`config.mk`:
```
export PLATFORM = sky130hd
export DESIGN_NAME = pool_ctrl_flat
export DESIGN_NICKNAME = d
export VERILOG_FILES = /design/src/rtl/pool_ctrl_pkg.sv /design/src/rtl/pool_ctrl_if.sv /design/src/rtl/pool_addr_gen.sv /design/src/rtl/pool_ctrl.sv /design/src/flat_wrapper.sv
export SDC_FILE = /design/constraint.sdc
export NUM_CORES = 1
export LEC_CHECK = 0
export ABC_AREA = 0
export CORE_MARGIN = 2
export CORE_UTILIZATION = 46
export DETAILED_ROUTE_END_ITERATION = 8
export PLACE_DENSITY = 0.8
export SLEW_MARGIN = 20
export SYNTH_ARGS = -nofsm -noshare
export SYNTH_HDL_FRONTEND = slang
export SYNTH_SLANG_ARGS = --single-unit
```
`constraint.sdc`:
```
create_clock -name clk -period 2.6 [get_ports clk]
set_input_delay 0.26 -clock clk [delete_from_list [all_inputs] [get_ports clk]]
set_output_delay 0.26 -clock clk [all_outputs]
set_load 0.02 [all_outputs]
```
`src/rtl/pool_ctrl_pkg.sv`:
```
// Shared definitions for the pooling stage (and the conv controller next to it).
// Holds the DRAM region map, the {chnl, y, x} plane field widths, the plane
// offset payload struct and the one-hot pool FSM state encoding.
package pool_ctrl_pkg;

  // DRAM word-address width and region map.
  localparam int unsigned DRAM_AW = 18;
  localparam logic [DRAM_AW-1:0] PARAM_BASE = 18'd0;
  localparam logic [DRAM_AW-1:0] WTS_BASE   = 18'd64;
  localparam logic [DRAM_AW-1:0] IFMAP_BASE = 18'd65536;
  localparam logic [DRAM_AW-1:0] OFMAP_BASE = 18'd131072;

  // Plane address fields.
  localparam int unsigned CHNL_W  = 4;
  localparam int unsigned Y_W     = 5;
  localparam int unsigned X_W     = 5;
  localparam int unsigned PLANE_W = CHNL_W + Y_W + X_W;

  // Loop counter / size widths.
  localparam int unsigned CNT_W   = 4;
  localparam int unsigned WIN_W   = 2;
  localparam int unsigned NCHNL_W = 5;
  localparam int unsigned FMAP_W  = 6;
  localparam int unsigned OUT_W   = 5;

  // Word offset inside the plane region.
  typedef struct packed {
    logic [CHNL_W-1:0] chnl;
    logic [Y_W-1:0]    y;
    logic [X_W-1:0]    x;
  } plane_off_t;

  // One-hot FSM bit indices.
  localparam int unsigned ST_IDLE = 0;
  localparam int unsigned ST_RD   = 1;
  localparam int unsigned ST_ACC  = 2;
  localparam int unsigned ST_WR   = 3;
  localparam int unsigned ST_DONE = 4;
  localparam int unsigned ST_NUM  = 5;

  typedef enum logic [ST_NUM-1:0] {
    S_IDLE = ST_NUM'(1 << ST_IDLE),
    S_RD   = ST_NUM'(1 << ST_RD),
    S_ACC  = ST_NUM'(1 << ST_ACC),
    S_WR   = ST_NUM'(1 << ST_WR),
    S_DONE = ST_NUM'(1 << ST_DONE)
  } pool_state_e;

endpackage

```
`src/rtl/pool_ctrl_if.sv`:
```
// DRAM access bundle for the pooling stage.
//   data_in    : read data, valid one cycle after its address
//   addr_in    : read address      dram_en_rd : read enable
//   addr_out   : write address     data_out   : write data
//   dram_en_wr : write enable
// master = pooling stage, slave = DRAM side.
interface pool_ctrl_if #(
  parameter int unsigned DATA_WIDTH = 32,
  parameter int unsigned ADDR_WIDTH = 18
);

  logic [DATA_WIDTH-1:0] data_in;
  logic [ADDR_WIDTH-1:0] addr_in;
  logic                  dram_en_rd;
  logic [ADDR_WIDTH-1:0] addr_out;
  logic [DATA_WIDTH-1:0] data_out;
  logic                  dram_en_wr;

  modport master (
    input  data_in,
    output addr_in, dram_en_rd, addr_out, data_out, dram_en_wr
  );

  modport slave (
    output data_in,
    input  addr_in, dram_en_rd, addr_out, data_out, dram_en_wr
  );

endinterface

```
`src/rtl/pool_addr_gen.sv`:
```
// Loop counters and address arithmetic for 2x2 stride-2 pooling.
// Ports:
//   clk, srst       : clock, synchronous active-high reset
//   start_i         : latch sizes and clear all counters
//   num_chnl_i      : channel count      out_h_i/out_w_i : pooled plane size
//   win_inc_i       : step to next window element (RD cycle)
//   adv_i           : step to next output pixel (WR cycle)
//   win_o           : current window element index (registered)
//   last_win_c_o    : current element is the 4th of the window
//   last_pix_c_o    : current pixel is the last of the last channel
//   src_addr_c_o    : read address for the next-cycle counter values
//   dst_addr_c_o    : write address for the next-cycle counter values
// Addresses come from the next-state counters so the caller can register them
// and have them line up with its own registered state.
module pool_addr_gen
  import pool_ctrl_pkg::*;
#(
  parameter int unsigned           ADDR_WIDTH = 18,
  parameter logic [ADDR_WIDTH-1:0] SRC_BASE   = ADDR_WIDTH'(OFMAP_BASE),
  parameter logic [ADDR_WIDTH-1:0] DST_BASE   = ADDR_WIDTH'(IFMAP_BASE)
) (
  input  logic                  clk,
  input  logic                  srst,
  input  logic                  start_i,
  input  logic [NCHNL_W-1:0]    num_chnl_i,
  input  logic [OUT_W-1:0]      out_h_i,
  input  logic [OUT_W-1:0]      out_w_i,
  input  logic                  win_inc_i,
  input  logic                  adv_i,
  output logic [WIN_W-1:0]      win_o,
  output logic                  last_win_c_o,
  output logic                  last_pix_c_o,
  output logic [ADDR_WIDTH-1:0] src_addr_c_o,
  output logic [ADDR_WIDTH-1:0] dst_addr_c_o
);

  logic [NCHNL_W-1:0] nchnl_q;
  logic [OUT_W-1:0]   out_h_q, out_w_q;
  logic [CNT_W-1:0]   chnl_q, chnl_d;
  logic [CNT_W-1:0]   py_q, py_d;
  logic [CNT_W-1:0]   px_q, px_d;
  logic [WIN_W-1:0]   win_q, win_d;
  logic               last_px_c, last_py_c, last_ch_c;
  plane_off_t         src_off_c, dst_off_c;

  // Loop-end flags; sizes are known to be non-zero whenever these matter.
  assign last_px_c    = ({1'b0, px_q} == OUT_W'(out_w_q - OUT_W'(1)));
  assign last_py_c    = ({1'b0, py_q} == OUT_W'(out_h_q - OUT_W'(1)));
  assign last_ch_c    = ({1'b0, chnl_q} == NCHNL_W'(nchnl_q - NCHNL_W'(1)));
  assign last_win_c_o = (win_q == WIN_W'(3));
  assign last_pix_c_o = last_px_c & last_py_c & last_ch_c;
  assign win_o        = win_q;

  // Next counter values: px inner, py middle, chnl outer.
  always_comb begin
    chnl_d = chnl_q;
    py_d   = py_q;
    px_d   = px_q;
    win_d  = win_q;
    if (start_i) begin
      chnl_d = '0;
      py_d   = '0;
      px_d   = '0;
      win_d  = '0;
    end else begin
      if (win_inc_i) begin
        win_d = WIN_W'(win_q + WIN_W'(1));
      end
      if (adv_i) begin
        if (last_px_c) begin
          px_d = '0;
          if (last_py_c) begin
            py_d   = '0;
            chnl_d = CNT_W'(chnl_q + CNT_W'(1));
          end else begin
            py_d = CNT_W'(py_q + CNT_W'(1));
          end
        end else begin
          px_d = CNT_W'(px_q + CNT_W'(1));
        end
      end
    end
  end

  // Window element order (0,0),(0,1),(1,0),(1,1): dy = win[1], dx = win[0].
  always_comb begin
    src_off_c = '{chnl: chnl_d, y: {py_d, win_d[1]}, x: {px_d, win_d[0]}};
    dst_off_c = '{chnl: chnl_d, y: {1'b0, py_d}, x: {1'b0, px_d}};
  end

  assign src_addr_c_o = ADDR_WIDTH'(SRC_BASE + ADDR_WIDTH'(src_off_c));
  assign dst_addr_c_o = ADDR_WIDTH'(DST_BASE + ADDR_WIDTH'(dst_off_c));

  // Counter and size registers.
  always_ff @(posedge clk) begin
    if (srst) begin
      nchnl_q <= '0;
      out_h_q <= '0;
      out_w_q <= '0;
      chnl_q  <= '0;
      py_q    <= '0;
      px_q    <= '0;
      win_q   <= '0;
    end else begin
      if (start_i) begin
        nchnl_q <= num_chnl_i;
        out_h_q <= out_h_i;
        out_w_q <= out_w_i;
      end
      chnl_q <= chnl_d;
      py_q   <= py_d;
      px_q   <= px_d;
      win_q  <= win_d;
    end
  end

endmodule

```
`src/rtl/pool_ctrl.sv`:
```
// 2x2 stride-2 max-pooling controller. Reads conv ofmap planes from SRC_BASE,
// writes one signed max per window to DST_BASE in the same {chnl, y, x} layout.
// Ports:
//   clk, srst          : clock, synchronous active-high reset
//   enable             : start pulse, sampled in IDLE only
//   num_chnl           : channel count (0..16), sampled at start
//   fmap_height/width  : ofmap size (0..32), sampled at start; odd tail dropped
//   done               : one-cycle completion pulse
//   dram               : DRAM read/write bundle (pool_ctrl_if.master)
// Optional: define POOL_RELU_EN to clamp negative results to 0 on write.
// All outputs are registered; output registers load from next-state decode so
// they align with the FSM state they belong to.
module pool_ctrl
  import pool_ctrl_pkg::*;
#(
  parameter int unsigned           DATA_WIDTH = 32,
  parameter int unsigned           ADDR_WIDTH = 18,
  parameter logic [ADDR_WIDTH-1:0] SRC_BASE   = ADDR_WIDTH'(OFMAP_BASE),
  parameter logic [ADDR_WIDTH-1:0] DST_BASE   = ADDR_WIDTH'(IFMAP_BASE)
) (
  input  logic               clk,
  input  logic               srst,
  input  logic               enable,
  input  logic [NCHNL_W-1:0] num_chnl,
  input  logic [FMAP_W-1:0]  fmap_height,
  input  logic [FMAP_W-1:0]  fmap_width,
  output logic               done,
  pool_ctrl_if.master        dram
);

  pool_state_e state_q, state_d;

  logic                  start_c, win_inc_c, adv_c, size_zero_c;
  logic [OUT_W-1:0]      out_h_c, out_w_c;
  logic                  unused_lsb_c;
  logic [WIN_W-1:0]      win_q;
  logic                  last_win_c, last_pix_c;
  logic [ADDR_WIDTH-1:0] src_addr_c, dst_addr_c;

  logic [DATA_WIDTH-1:0] max_q, max_d, wr_data_c;
  logic                  sample_gt_c;

  logic                  rd_en_q, rd_en_d;
  logic                  wr_en_q, wr_en_d;
  logic [ADDR_WIDTH-1:0] addr_in_q, addr_in_d;
  logic [ADDR_WIDTH-1:0] addr_out_q, addr_out_d;
  logic [DATA_WIDTH-1:0] data_out_q, data_out_d;
  logic                  done_q, done_d;

  // Pooled size; an odd trailing row/column is simply dropped.
  assign out_h_c      = fmap_height[FMAP_W-1:1];
  assign out_w_c      = fmap_width[FMAP_W-1:1];
  assign unused_lsb_c = fmap_height[0] ^ fmap_width[0];
  assign size_zero_c  = (num_chnl == '0) || (out_h_c == '0) || (out_w_c == '0);

  pool_addr_gen #(
    .ADDR_WIDTH (ADDR_WIDTH),
    .SRC_BASE   (SRC_BASE),
    .DST_BASE   (DST_BASE)
  ) u_addr_gen (
    .clk          (clk),
    .srst         (srst),
    .start_i      (start_c),
    .num_chnl_i   (num_chnl),
    .out_h_i      (out_h_c),
    .out_w_i      (out_w_c),
    .win_inc_i    (win_inc_c),
    .adv_i        (adv_c),
    .win_o        (win_q),
    .last_win_c_o (last_win_c),
    .last_pix_c_o (last_pix_c),
    .src_addr_c_o (src_addr_c),
    .dst_addr_c_o (dst_addr_c)
  );

  // Running window max. Data lags its address by one cycle, so sample k of a
  // window is seen while win_q == k+1, and sample 3 during ACC.
  assign sample_gt_c = $signed(dram.data_in) > $signed(max_q);

  always_comb begin
    max_d = max_q;
    if (state_q == S_RD && win_q == WIN_W'(1)) begin
      max_d = dram.data_in;
    end else if ((state_q == S_RD && win_q != WIN_W'(0)) || state_q == S_ACC) begin
      if (sample_gt_c) begin
        max_d = dram.data_in;
      end
    end
  end

`ifdef POOL_RELU_EN
  assign wr_data_c = max_d[DATA_WIDTH-1] ? '0 : max_d;
`else
  assign wr_data_c = max_d;
`endif

  // Next state, counter controls and next output values.
  always_comb begin
    state_d    = state_q;
    start_c    = 1'b0;
    win_inc_c  = 1'b0;
    adv_c      = 1'b0;
    rd_en_d    = 1'b0;
    wr_en_d    = 1'b0;
    addr_in_d  = '0;
    addr_out_d = '0;
    data_out_d = '0;
    done_d     = 1'b0;

    case (state_q)
      S_IDLE: begin
        if (enable) begin
          start_c = 1'b1;
          state_d = size_zero_c ? S_DONE : S_RD;
        end
      end
      S_RD: begin
        win_inc_c = 1'b1;
        if (last_win_c) begin
          state_d = S_ACC;
        end
      end
      S_ACC: begin
        state_d = S_WR;
      end
      S_WR: begin
        adv_c   = 1'b1;
        state_d = last_pix_c ? S_DONE : S_RD;
      end
      S_DONE: begin
        state_d = S_IDLE;
      end
      default: begin
        state_d = S_IDLE;
      end
    endcase

    if (state_d == S_RD) begin
      rd_en_d   = 1'b1;
      addr_in_d = src_addr_c;
    end
    if (state_d == S_WR) begin
      wr_en_d    = 1'b1;
      addr_out_d = dst_addr_c;
      data_out_d = wr_data_c;
    end
    done_d = (state_q == S_DONE);
  end

  // State, max and output registers.
  always_ff @(posedge clk) begin
    if (srst) begin
      state_q    <= S_IDLE;
      max_q      <= '0;
      rd_en_q    <= 1'b0;
      wr_en_q    <= 1'b0;
      addr_in_q  <= '0;
      addr_out_q <= '0;
      data_out_q <= '0;
      done_q     <= 1'b0;
    end else begin
      state_q    <= state_d;
      max_q      <= max_d;
      rd_en_q    <= rd_en_d;
      wr_en_q    <= wr_en_d;
      addr_in_q  <= addr_in_d;
      addr_out_q <= addr_out_d;
      data_out_q <= data_out_d;
      done_q     <= done_d;
    end
  end

  assign dram.dram_en_rd = rd_en_q;
  assign dram.addr_in    = addr_in_q;
  assign dram.dram_en_wr = wr_en_q;
  assign dram.addr_out   = addr_out_q;
  assign dram.data_out   = data_out_q;
  assign done            = done_q;

endmodule

```
`src/flat_wrapper.sv`:
```
// flat-port wrapper written by rule: the top's interface ports become plain ports
module pool_ctrl_flat import pool_ctrl_pkg::*;
#(
  parameter int unsigned           DATA_WIDTH = 32,
  parameter int unsigned           ADDR_WIDTH = 18,
  parameter logic [ADDR_WIDTH-1:0] SRC_BASE   = ADDR_WIDTH'(OFMAP_BASE),
  parameter logic [ADDR_WIDTH-1:0] DST_BASE   = ADDR_WIDTH'(IFMAP_BASE)
)
  (clk, srst, enable, num_chnl, fmap_height, fmap_width, done, dram_data_in, dram_addr_in, dram_dram_en_rd, dram_addr_out, dram_data_out, dram_dram_en_wr);
  pool_ctrl_if #(.DATA_WIDTH(DATA_WIDTH), .ADDR_WIDTH(ADDR_WIDTH)) dram_i ();
  input  logic clk;
  input  logic srst;
  input  logic enable;
  input  logic [NCHNL_W-1:0] num_chnl;
  input  logic [FMAP_W-1:0] fmap_height;
  input  logic [FMAP_W-1:0] fmap_width;
  output logic done;
  input wire logic [$bits(dram_i.data_in)-1:0] dram_data_in;
  output wire logic [$bits(dram_i.addr_in)-1:0] dram_addr_in;
  output wire logic [$bits(dram_i.dram_en_rd)-1:0] dram_dram_en_rd;
  output wire logic [$bits(dram_i.addr_out)-1:0] dram_addr_out;
  output wire logic [$bits(dram_i.data_out)-1:0] dram_data_out;
  output wire logic [$bits(dram_i.dram_en_wr)-1:0] dram_dram_en_wr;
  assign dram_i.data_in = dram_data_in;
  assign dram_addr_in = dram_i.addr_in;
  assign dram_dram_en_rd = dram_i.dram_en_rd;
  assign dram_addr_out = dram_i.addr_out;
  assign dram_data_out = dram_i.data_out;
  assign dram_dram_en_wr = dram_i.dram_en_wr;
  pool_ctrl #(.DATA_WIDTH(DATA_WIDTH), .ADDR_WIDTH(ADDR_WIDTH), .SRC_BASE(SRC_BASE), .DST_BASE(DST_BASE)) u_core (.clk(clk), .srst(srst), .enable(enable), .num_chnl(num_chnl), .fmap_height(fmap_height), .fmap_width(fmap_width), .done(done), .dram(dram_i));
endmodule
```
==> results.py <==
metrics = {
    "sta": {
        "finalWorstPathRequiredPeriod_ns": 2.78,
        "fin_skew_ns": 0.0125,
        "hold_slack_ns": 0.118,
        "timing.slew.headroom_pct": 46.3,
        "worst_slack_ns": -0.183,
        "hold_viol": 0,
        "worstMarginPinSlew_ns": 0.805,
        "period_share_pct": 107,
        "maxSlewViolCount": 0,
        "setup_tns_ns": -7.48,
        "max_freq_mhz": 359,
        "final-setup-viol-count": 64,
        "rsz0062_at_grt": "true",
    },
    "setup_path": {
        "crit_path_start_kind": "input pin",
        "r2r-start": "u_core.max_q[31]",
        "r2r_cells": 12,
        "rr_endpoint": "u_core.max_q[18]",
        "critical_path_required_ns": 2.94,
        "crit_arrival_ns": 3.12,
        "cpLargestDelayFamily": "simple AND/OR/NAND/NOR gates",
        "rrSetupSlack_ns": -0.17,
        "worst_setup_path_end_kind": "flop",
        "max_stage_delay_ns": 0.59,
        "critPathMaxFanout": 13,
        "crit_type": "input pin to flop",
        "crit_slowest_cell": "clkdlybuf4s50_1",
        "crit_buf_inv": 3,
        "path_cells": "clkdlybuf4s50_1 -> ha_4 -> nand4_1 -> nor2_1 -> a22o_1 -> or4_4 -> or3_4 -> o31ai_4 -> buf_6 -> buf_8 -> o21ai_1 -> a21oi_2",
    },
    "run": {
        "max_cap_viol_count": 0,
    },
    "floorplanning": {
        "fp.dieW_um": 114,
        "coreArea_um2": 11900,
        "dieArea_um2": 13000,
        "initial_core_util_pct": 46.9,
        "io_pins": 123,
        "fp-row-count": 40,
        "die_y_um": 114,
    },
    "drt": {
        "ant_nets": 0,
        "wire_per_inst_um": 17.4,
        "routed_wirelength_um": 16000,
        "vias_per_cell": 5.55,
        "drt-pass1-iter-count": 6,
        "drt_iter0_markers": 443,
        "vias": 5107,
        "drc": 0,
    },
    "place": {
        "dpl_cell_area_um2": 6900,
        "dpl_worst_slack_ns": -0.475,
        "port_buffers": 112,
        "dp_hpwl_um": 9700,
        "place.gp.congestion": 0.836,
    },
    "global_route": {
        "grtUsageMet1_pct": 25.4,
        "grt_use_met3_pct": 7.41,
        "overflow": 0,
        "grt_usage_pct": 23.2,
        "grt_pass1_vias": 5163,
        "grtUsageMet2_pct": 42.1,
        "antenna_found_initial": 0,
        "grt_max_degree": 65,
        "busiest_layer": "met2",
        "grt_pass1_wl_um": 24000,
    },
    "worst_hold_path": {
        "min-delay-start": "srst",
        "min_path_type": "input pin to flop",
        "min_to": "u_core.state_q[0]",
        "hold_path_depth": 2,
    },
    "yosys": {
        "yosysSeqAreaShare_pct": 46.2,
        "ys.flop_type": "dfxtp_1",
        "yosys.area.top_type": "dfxtp_1",
        "synth-seq-cells": 129,
        "yosysWarningCount": 0,
        "synth_cells": 632,
        "ys_types": 47,
        "synth_area_um2": 5590,
        "synthArstFlopShare_pct": 0,
        "synth_edf_count": 0,
        "synth_area_leaders": "dfxtp_1 46%, ha_1 9.2%, a21oi_1 8.6%, or3_1 3.7%, inv_1 3.5%",
        "syn_avg_cell_area_um2": 8.84,
        "synth_top_area_share_pct": 46.2,
    },
    "final_layout": {
        "synthToLayoutAreaGrowth_pct": 46.9,
        "drive_above_1_share_pct": 21.3,
        "diodes": 0,
        "final_nets": 853,
        "postLayoutCellArea_um2": 8210,
        "fillCellCount": 841,
    },
    "clock_network": {
        "tritoncts": "done",
        "cts_buffers": 17,
        "insertion_delay_ns": 0.42,
        "cts.sinks": 129,
        "clockRootBuffer": "clkbuf_16",
        "cts_max_level": 4,
        "cts.reportedPaths.clkPinSlew_ns": 0.06,
        "clock_path_buffers": 2,
    },
    "pwr": {
        "power_density_nw_per_um2": 613,
        "ir_drop_v": 0.000592,
        "cellLeakagePower_nw": 3.00,
    },
    "status": {
        "run_status": "complete, but fails checks",
        "violations": "setup timing",
    },
}
## layout make-up
| type | instances | area (um2) | share of cell area, % |
|---|---|---|---|
| timing repair buffer | 139 | 1440 | 17.5 |
| sequential | 129 | 2590 | 31.6 |
| clock inverter | 13 | 209 | 2.55 |
| multi-input combinational | 421 | 3140 | 38.2 |
| tap | 147 | 184 | 2.24 |
| clock buffer | 19 | 453 | 5.52 |
| inverter | 52 | 195 | 2.38 |
## worst register-to-register path, stage by stage, from the launching register on
cell and delay [ns]:
dfxtp_2 0.33, inv_2 0.05, ha_4 0.21, nand4_1 0.25, nor2_1 0.08, a22o_1 0.23, or4_4 0.44, or3_4 0.36
o31ai_4 0.08, buf_6 0.18, buf_8 0.15, o21ai_1 0.15, a21oi_2 0.18
## where the power goes
group | leakage, nW | total, mW | switching [mW] | internal, mW
clock network | 0.315 | 2.64 | 0.891 | 1.75
logic | 1.64 | 0.372 | 0.194 | 0.178
registers | 1.04 | 2.02 | 0.0188 | 2.00
total | 3.00 | 5.03 | 1.10 | 3.93
## metal layers
metal / wire length, um / vias up / part of all wire [%]
li1: - / 2436 / -
met1: 6120 / 2423 / 38
met2: 8460 / 214 / 53
met3: 1060 / 34 / 6.6
met4: 363 / 0 / 2.3
met5: 0 / - / 0
## cells in the mapped netlist (2+ instances only)
cell type / count
nand3_1: 10
xnor2_1: 11
o31ai_1: 2
buf_4: 13
buf_2: 2
buf_6: 4
o21ai_0: 9
mux2i_1: 3
nand4_1: 12
and3_1: 3
or4_1: 4
a22o_1: 3
nor3b_1: 3
nor3_1: 18
clkbuf_1: 18
a21o_1: 2
nor4_1: 3
ha_1: 41
nor2_1: 43
nor2b_1: 3
dfxtp_1: 129
nand2_1: 47
xor2_1: 12
inv_1: 52
o21ai_1: 33
nand3b_1: 3
nand2b_1: 2
or3_1: 33
a21oi_1: 96
## flip-flops by register name, indices dropped and copies added, names as in the netlist
| signal | flops |
|---|---|
| u_core.state_q | 5 |
| u_core.u_addr_gen.py_q | 4 |
| u_core.u_addr_gen.px_q | 4 |
| u_core.dram.addr_in | 15 |
| u_core.dram.data_out | 32 |
| u_core.u_addr_gen.chnl_q | 4 |
| u_core.max_q | 32 |
| u_core.done | 1 |
| u_core.u_addr_gen.out_h_q | 5 |
| u_core.u_addr_gen.win_o | 2 |
| u_core.u_addr_gen.nchnl_q | 5 |
| u_core.dram.dram_en_rd | 1 |
| u_core.dram.dram_en_wr | 1 |
| u_core.u_addr_gen.out_w_q | 5 |
| u_core.dram.addr_out | 13 |
## layout by cell type, fill, tap and decap left out, types with 3 or more instances in the layout
cell type / instances
xnor2_1: 11
nor2_1: 43
nand3b_1: 3
a21oi_1: 69
nor3_1: 17
o21ai_2: 10
clkdlybuf4s50_1: 107
o21ai_1: 23
inv_2: 8
nand2_1: 47
a21oi_2: 27
bufinv_16: 5
dfxtp_1: 122
nand4_1: 12
or3_1: 12
and3_1: 3
dfxtp_2: 7
inv_1: 44
o21ai_0: 7
buf_12: 4
xor2_1: 12
clkinvlp_4: 3
nor2b_1: 3
clkinv_4: 3
or3_4: 21
clkbuf_16: 18
dlymetal6s2s_1: 4
buf_4: 17
mux2i_1: 3
or4_1: 3
nand3_1: 10
ha_4: 15
conb_1: 8
ha_1: 26
## repair_timing
action	4_1_cts	5_1_grt
resized for setup	33	83
hold buffers	0	0
gates cloned	1	1
setup buffers	2	5
setup endpoints to repair	48	94
pin swaps	9	29
## logic make-up after synthesis
family                     Yosys count  synth area share [%]
DFF                                129                  46.2
adders and majority gates           41                  9.18
other                                1                0.0671
xor gates and xnor gates            24                  4.01
buffers and inverters               89                  7.43
AOI/OAI and AO/OA                  153                  14.9
and+or+nand+nor                    192                  17.6
muxes                                3                 0.537
## how the worst max path moves through the flow
stage / start / cells past startpoint / slack (ns) / end
final: dram_data_in[26] / 12 / -0.18 / u_core.max_q[18]
after global routing: u_core.max_q[31] / 12 / -0.25 / u_core.dram.data_out[18]
after CTS: u_core.max_q[21] / 12 / -0.04 / u_core.max_q[13]
after detailed placement: dram_data_in[30] / 11 / -0.48 / u_core.max_q[23]
after global placement: dram_data_in[30] / 11 / -0.39 / u_core.dram.data_out[31]
after floorplan: u_core.max_q[23] / 11 / 0.15 / u_core.max_q[10]
## through the flow
step,instances,util (%),power [mW]
finish,920,68.9,5.03
global route,920,68.9,5.17
CTS,915,65.2,5.00
detailed placement,880,57.9,2.38
global placement,880,57.9,2.36
floorplan,639,-,2.25
(Power assumes the default switching activity.)
